==> src/rtl/ecall_controller_pkg.sv <==
// Shared constants and types for the environment-call controller.
package ecall_controller_pkg;

  localparam logic [6:0]  OPC_SYSTEM    = 7'b1110011;
  localparam logic [31:0] SVC_PRINT_INT = 32'd1;
  localparam logic [31:0] SVC_READ_INT  = 32'd5;
  localparam logic [31:0] SVC_EXIT      = 32'd10;

  typedef enum logic [2:0] {
    ST_IDLE         = 3'd0,
    ST_WAIT_PRESS   = 3'd1,
    ST_WAIT_RELEASE = 3'd2,
    ST_WRITEBACK    = 3'd3,
    ST_HALT         = 3'd4
  } state_t;

endpackage

==> src/rtl/ecall_controller_if.sv <==
// Signal bundle between the CPU/front panel and the ecall controller.
// Handshake: the controller samples ecall_valid/a7/a0 on every rising clk
// edge; while stall is high the CPU holds the same ecall presented. rf_we and
// disp_valid are single-cycle strobes qualifying rf_waddr/rf_wdata and
// disp_data respectively; there is no back-pressure on either.
interface ecall_controller_if;
  import ecall_controller_pkg::*;

  logic        ecall_valid;
  logic [31:0] a7;
  logic [31:0] a0;
  logic        confirm;
  logic [7:0]  sw;
  logic        stall;
  logic        rf_we;
  logic [4:0]  rf_waddr;
  logic [31:0] rf_wdata;
  logic [31:0] disp_data;
  logic        disp_valid;
  logic        halted;
  logic        busy;
  state_t      dbg_state;

  modport master (
    output ecall_valid, a7, a0, confirm, sw,
    input  stall, rf_we, rf_waddr, rf_wdata, disp_data, disp_valid,
           halted, busy, dbg_state
  );

  modport slave (
    input  ecall_valid, a7, a0, confirm, sw,
    output stall, rf_we, rf_waddr, rf_wdata, disp_data, disp_valid,
           halted, busy, dbg_state
  );
endinterface

==> src/rtl/ecall_controller_button_debounce.sv <==
// Button conditioning: 2-flop synchronizer, debounce counter and one-cycle
// press/release pulses on the debounced level.
module button_debounce #(
  parameter int DEBOUNCE_CYCLES = 1000000
) (
  input  logic clk,
  input  logic rst,
  input  logic btn_i,
  output logic press_o,
  output logic release_o
);
  localparam int CW = $clog2(DEBOUNCE_CYCLES + 1);
  localparam logic [CW-1:0] CNT_LAST = CW'(DEBOUNCE_CYCLES - 1);

  logic          sync1_q, sync2_q;
  logic          stable_q;
  logic [CW-1:0] cnt_q;
  logic          press_q, release_q;

  // Synchronize, count consecutive disagreement, flip the stable level on expiry
  always_ff @(posedge clk) begin
    if (rst) begin
      sync1_q   <= 1'b0;
      sync2_q   <= 1'b0;
      stable_q  <= 1'b0;
      cnt_q     <= '0;
      press_q   <= 1'b0;
      release_q <= 1'b0;
    end else begin
      sync1_q   <= btn_i;
      sync2_q   <= sync1_q;
      press_q   <= 1'b0;
      release_q <= 1'b0;
      if (sync2_q == stable_q) begin
        cnt_q <= '0;
      end else if (cnt_q == CNT_LAST) begin
        cnt_q     <= '0;
        stable_q  <= ~stable_q;
        press_q   <= ~stable_q;
        release_q <= stable_q;
      end else begin
        cnt_q <= cnt_q + 1'b1;
      end
    end
  end

  assign press_o   = press_q;
  assign release_o = release_q;
endmodule

==> src/rtl/ecall_controller.sv <==
// Environment-call sequencer: print, operator-confirmed switch read with a0
// write-back, and sticky halt. Owns the pipeline stall line.
module ecall_controller
  import ecall_controller_pkg::*;
#(
  parameter int DEBOUNCE_CYCLES = 1000000,
  parameter int A0_INDEX        = 10
) (
  input logic               clk,
  input logic               rst,
  ecall_controller_if.slave bus
);
  state_t      state_q;
  logic [31:0] rf_wdata_q;
  logic [31:0] disp_data_q;
  logic        disp_valid_q;
  logic        press_edge, release_edge;
  logic        idle, svc_blocking;

  button_debounce #(.DEBOUNCE_CYCLES(DEBOUNCE_CYCLES)) u_confirm (
    .clk       (clk),
    .rst       (rst),
    .btn_i     (bus.confirm),
    .press_o   (press_edge),
    .release_o (release_edge)
  );

  // Service sequencing; a held button never produces press_edge, so entry
  // into WAIT_PRESS always needs a fresh press
  always_ff @(posedge clk) begin
    if (rst) begin
      state_q      <= ST_IDLE;
      rf_wdata_q   <= '0;
      disp_data_q  <= '0;
      disp_valid_q <= 1'b0;
    end else begin
      disp_valid_q <= 1'b0;
      case (state_q)
        ST_IDLE: begin
          if (bus.ecall_valid) begin
            if (bus.a7 == SVC_PRINT_INT) begin
              disp_data_q  <= bus.a0;
              disp_valid_q <= 1'b1;
            end else if (bus.a7 == SVC_READ_INT) begin
              state_q <= ST_WAIT_PRESS;
            end else if (bus.a7 == SVC_EXIT) begin
              state_q <= ST_HALT;
            end
          end
        end
        ST_WAIT_PRESS:   if (press_edge) state_q <= ST_WAIT_RELEASE;
        ST_WAIT_RELEASE: begin
          if (release_edge) begin
            rf_wdata_q <= {24'b0, bus.sw};
            state_q    <= ST_WRITEBACK;
          end
        end
        ST_WRITEBACK:    state_q <= ST_IDLE;
        ST_HALT:         state_q <= ST_HALT;
        default:         state_q <= ST_IDLE;
      endcase
    end
  end

  // Blocking services stall in the very cycle they are decoded
  assign idle         = (state_q == ST_IDLE);
  assign svc_blocking = (bus.a7 == SVC_READ_INT) || (bus.a7 == SVC_EXIT);

  assign bus.stall      = !idle || (bus.ecall_valid && svc_blocking);
  assign bus.rf_we      = (state_q == ST_WRITEBACK);
  assign bus.rf_waddr   = 5'(A0_INDEX);
  assign bus.rf_wdata   = rf_wdata_q;
  assign bus.disp_data  = disp_data_q;
  assign bus.disp_valid = disp_valid_q;
  assign bus.halted     = (state_q == ST_HALT);
  assign bus.busy       = !idle;
  assign bus.dbg_state  = state_q;
endmodule

==> src/flat_wrapper.sv <==
// flat-port wrapper written by rule: the top's interface ports become plain ports
module ecall_controller_flat import ecall_controller_pkg::*;
#(
  parameter int DEBOUNCE_CYCLES = 1000000,
  parameter int A0_INDEX        = 10
)
  (clk, rst, bus_ecall_valid, bus_a7, bus_a0, bus_confirm, bus_sw, bus_stall, bus_rf_we, bus_rf_waddr, bus_rf_wdata, bus_disp_data, bus_disp_valid, bus_halted, bus_busy, bus_dbg_state);
  ecall_controller_if bus_i ();
  input logic clk;
  input logic rst;
  input wire logic [$bits(bus_i.ecall_valid)-1:0] bus_ecall_valid;
  input wire logic [$bits(bus_i.a7)-1:0] bus_a7;
  input wire logic [$bits(bus_i.a0)-1:0] bus_a0;
  input wire logic [$bits(bus_i.confirm)-1:0] bus_confirm;
  input wire logic [$bits(bus_i.sw)-1:0] bus_sw;
  output wire logic [$bits(bus_i.stall)-1:0] bus_stall;
  output wire logic [$bits(bus_i.rf_we)-1:0] bus_rf_we;
  output wire logic [$bits(bus_i.rf_waddr)-1:0] bus_rf_waddr;
  output wire logic [$bits(bus_i.rf_wdata)-1:0] bus_rf_wdata;
  output wire logic [$bits(bus_i.disp_data)-1:0] bus_disp_data;
  output wire logic [$bits(bus_i.disp_valid)-1:0] bus_disp_valid;
  output wire logic [$bits(bus_i.halted)-1:0] bus_halted;
  output wire logic [$bits(bus_i.busy)-1:0] bus_busy;
  output wire logic [$bits(bus_i.dbg_state)-1:0] bus_dbg_state;
  assign bus_i.ecall_valid = bus_ecall_valid;
  assign bus_i.a7 = bus_a7;
  assign bus_i.a0 = bus_a0;
  assign bus_i.confirm = bus_confirm;
  assign bus_i.sw = bus_sw;
  assign bus_stall = bus_i.stall;
  assign bus_rf_we = bus_i.rf_we;
  assign bus_rf_waddr = bus_i.rf_waddr;
  assign bus_rf_wdata = bus_i.rf_wdata;
  assign bus_disp_data = bus_i.disp_data;
  assign bus_disp_valid = bus_i.disp_valid;
  assign bus_halted = bus_i.halted;
  assign bus_busy = bus_i.busy;
  assign bus_dbg_state = bus_i.dbg_state;
  ecall_controller #(.DEBOUNCE_CYCLES(DEBOUNCE_CYCLES), .A0_INDEX(A0_INDEX)) u_core (.clk(clk), .rst(rst), .bus(bus_i));
endmodule
==> config.mk <==
export PLATFORM = sky130hd
export DESIGN_NAME = ecall_controller_flat
export DESIGN_NICKNAME = d
export VERILOG_FILES = /design/src/rtl/ecall_controller_pkg.sv /design/src/rtl/ecall_controller_if.sv /design/src/rtl/ecall_controller_button_debounce.sv /design/src/rtl/ecall_controller.sv /design/src/flat_wrapper.sv
export SDC_FILE = /design/constraint.sdc
export NUM_CORES = 1
export LEC_CHECK = 0
export ABC_AREA = 1
export CAP_MARGIN = 20
export CORE_ASPECT_RATIO = 2
export CORE_UTILIZATION = 41
export CTS_CLUSTER_DIAMETER = 120
export DETAILED_ROUTE_END_ITERATION = 8
export MAX_ROUTING_LAYER = met4
export PLACE_DENSITY = 0.86
export SLEW_MARGIN = 10
export SYNTH_ARGS = -nofsm -noshare
export SYNTH_HDL_FRONTEND = slang
export SYNTH_SLANG_ARGS = --single-unit
==> constraint.sdc <==
create_clock -name clk -period 1.7 [get_ports clk]
set_input_delay 0.34 -clock clk [delete_from_list [all_inputs] [get_ports clk]]
set_output_delay 0.34 -clock clk [all_outputs]
set_load 0.1 [all_outputs]
==> Flow_metrics.wiki <==
{| class="wikitable"
! Metric !! Value
|-
| Power dissipated by switching net loads || 2.15 mW
|-
| Sequential element share of the synthesized area || 43.9%
|-
| Run status || finished, violations left
|-
| Detailed router's first-iteration violation count || 180
|-
| Count of final setup violators || 1
|-
| Total of max-cap violations || 0
|-
| Reg-to-reg critical path endpoint || u_core.bus.disp_data[12]
|-
| First-pass GRT wire length || 15.7 mm
|-
| Slack of the critical path || -0.0695 ns
|-
| Global routing usage on met3 || 5.71%
|-
| Remaining design rule violation count || 0
|-
| Fmax || 565 MHz
|-
| Synthesized area || 0.00315 sq mm
|-
| Portion of the clock cycle consumed by the worst path in the final layout || 104%
|-
| Unrepaired setup endpoints after global routing || true
|-
| Yosys warnings || 0
|-
| Largest stage delay on the critical path || 0.17 ns
|-
| CP Data Arrival Time || 1.43 ns
|-
| Placement-stage cell area || 0.00500 sq mm
|-
| Reg2reg setup slack || 0.11 ns
|-
| Fraction of registers with async set or reset after synthesis || 0%
|-
| Count of port buffers added during placement || 123
|-
| Number of filler cells placed in the layout || 525
|-
| Overflow left after global routing || 0
|-
| Leakage power of the design || 2.27 nW
|-
| Area used by multi-input combinational logic || 0.00155 sq mm
|-
| Max Root-Sink Buffers || 2
|-
| Series of cell instances along the critical path || buf_2 -> nor2_1 -> nand2_1 -> nor2_2 -> nand2_1 -> o21ai_2 -> nand2_2 -> nand2_4 -> buf_12
|-
| ANT cells || 0
|-
| Area growth syn-to-layout || 70.0%
|-
| Worst Path Max Fanout || 2
|-
| Clock Power Share || 31.8%
|-
| Register bit count reported by yosys || 69
|-
| Power share of the sequential group || 30.9%
|-
| Worst VDD drop || 0.000860 V
|-
| H-tree level count || 3
|-
| Type of the worst min-delay path || reg -> reg
|-
| Share of layout cells above drive strength 1 || 26.0%
|-
| Vias per std cell || 4.91
|-
| Leading cell type in the layout, fill and taps excluded || nor2_1
|-
| Prevailing post-synth register cell || dfxtp_1
|-
| Total Nets Final || 661
|-
| Via count of the first global-routing pass || 3516
|-
| Number of distinct library cells after synthesis || 32
|-
| Failing checks || negative setup slack
|-
| CP startpoint kind || input port
|-
| Number of synthesized flops with an enable pin || 0
|-
| Total number of clock tree sinks || 69
|-
| Die Span Y || 126 um
|-
| Number of top-level pins || 153
|-
| Wire length per cell after detailed routing || 14.7 um
|-
| Maximum number of pins on one net before global-route repair || 36
|-
| Final worst path period need || 1.77 ns
|-
| Total power density per cell area || 1070 mW/mm^2
|-
| Worst hold margin || 0.404 ns
|-
| Count of cells along the worst register-to-register path || 10
|-
| Routed wire length || 9.99 mm
|-
| Placeable core region || 0.00732 sq mm
|-
| Number of detailed-route iterations in the first pass || 4
|-
| Most used routing layer in global routing || met2
|-
| Most repeated library cell on the critical path || nand2_1
|-
| Critical path's slowest cell || buf_12
|-
| Clock transition at path regs || 0.05 ns
|-
| Min-Delay Startpoint || u_core.u_confirm.sync1_q
|-
| Clock network latency to the later pin of the worst-skew pair || 0.33 ns
|-
| Number of nets still failing antenna checks after routing || 0
|-
| Global Route met1 Usage || 21.4%
|-
| Final Hold Viols || 0
|-
| Rows || 44
|-
| Global router's overall resource usage || 25.9%
|-
| Routed via count || 3347
|-
| Type of the setup path with the least slack || in -> out
|-
| Horizontal extent of the die || 63.9 um
|-
| Commonest cells after routing, fill and taps aside || nor2_1, dfxtp_1, buf_12
|-
| CTS tree || yes
|-
| Post-Layout Inst Area || 0.00535 sq mm
|-
| Number of cells on the worst hold path || 2
|-
| Mapped Avg Cell Area || 7.23 sq um
|-
| Total internal power || 3.56 mW
|-
| Met2 layer usage reported by global route || 49.6%
|-
| Num CTS Buffers || 9
|-
| Syn Inst Count || 435
|-
| Final HPWL DP || 7.16 mm
|-
| Antenna violations before repair || 0
|-
| Switch share || 37.6%
|-
| Required time of the worst setup path || 1.36 ns
|-
| Register area || 0.00139 sq mm
|-
| Logic gate share of total power || 37.3%
|-
| Die Outline Area || 0.00805 sq mm
|-
| Number of max-slew violations in the final report || 0
|-
| Reg2Reg Launch Point || u_core.bus.dbg_state[2]
|-
| Clock skew || 0.00491 ns
|-
| Post-layout utilization of the core || 73.1%
|-
| Capture endpoint of the worst hold path || u_core.u_confirm.sync2_q
|-
| Starting Density || 43.0%
|-
| Type of destination of the critical path || output pin
|-
| Final weighted congestion of routability-driven global placement || 0.861
|-
| Master cell of the clock root buffer || clkbuf_16
|-
| Post-route setup TNS || -0.0695 ns
|}
metrics by stage:
stage               setup slack, ns  std cells  power (mW)
floorplan                   -0.0713        462        3.21
global placement             -0.307        653        3.88
detailed placement           -0.417        653        3.92
CTS                         0.00276        679        5.70
global route                -0.0960        681        5.90
finish                      -0.0695        681        5.70
power by group through the flow:
stage                     registers (mW)  clock network, mW  logic, mW
final                               1.76               1.81       2.13
after global routing                1.77               1.92       2.21
after CTS                           1.76               1.84       2.10
after detailed placement            1.80                  0       2.13
after global placement              1.79                  0       2.09
after floorplan                     1.99                  0       1.22
layer usage:
metal  vias to the layer above  wire, um
met3                        34       561
met5                         -         0
met4                         0       463
met2                       141      5750
li1                       1624         -
met1                      1548      3210
logic make-up after synthesis:
family | Yosys count | share of synthesized area, %
other | 2 | 0.239
buffers and inverters | 74 | 13.4
adders and majority gates | 1 | 0.398
xor gates and xnor gates | 9 | 2.50
AOI/OAI and AO/OA | 50 | 7.99
and+or+nand+nor | 230 | 31.6
DFF | 69 | 43.9
sequential cells by signal, summed over array words and instances, names as in the netlist:
register / cells
u_core.bus.dbg_state: 3
u_core.u_confirm.sync2_q: 1
u_core.u_confirm.sync1_q: 1
u_core.u_confirm.cnt_q: 20
u_core.bus.rf_wdata: 8
u_core.u_confirm.release_o: 1
u_core.bus.disp_data: 32
u_core.bus.disp_valid: 1
u_core.u_confirm.press_o: 1
u_core.u_confirm.stable_q: 1
what timing repair did:
| item | CTS | global route |
|---|---|---|
| hold buffers | 0 | 0 |
| cloned | 0 | 1 |
| gates resized for setup | 87 | 19 |
| setup endpoints to repair | 26 | 51 |
| pin swaps | 33 | 9 |
| setup buffers | 10 | 1 |
layout make-up:
class / instances / share of cell area, %
multi-input cells: 319 / 29.0
flip-flops and latches: 69 / 26.0
repair buffers: 153 / 35.1
well taps: 92 / 2.15
inverters: 32 / 2.34
clock inverters: 1 / 0.561
clock buffers: 15 / 4.82
cells in the mapped netlist (all sizes together), types with 3 or more instances:
cell type    n  area (sq um)
dfxtp       69          1380
clkbuf       5          18.8
nor3        18           111
inv         30           113
nand2       53           206
a21oi       15          75.1
xor2         5          43.8
nor2       130           503
nand3       18          95.1
nand4        6          37.5
buf         37           282
o21ai       34           170
nor3b        3          27.5
xnor2        4          35.0
worst max-delay path by stage:
stage | start | to | slack, ns | cells past startpoint
after floorplan | u_core.bus.dbg_state[2] | u_core.bus.dbg_state[2] | -0.07 | 4
after global placement | bus_a7[31] | bus_stall | -0.31 | 9
after detailed placement | bus_a7[0] | u_core.bus.disp_data[14] | -0.42 | 13
after CTS | bus_a7[7] | bus_stall | 0.003 | 9
after global routing | bus_a7[13] | bus_stall | -0.1 | 9
final | bus_a7[10] | bus_stall | -0.07 | 9
critical path, delay by kind of cell:
kind / cells / cell delay, ns
buf+inv: 2 / 0.28
compound gates: 1 / 0.16
simple gates: 6 / 0.66
Note: power is estimated with default switching activity, not from simulation.
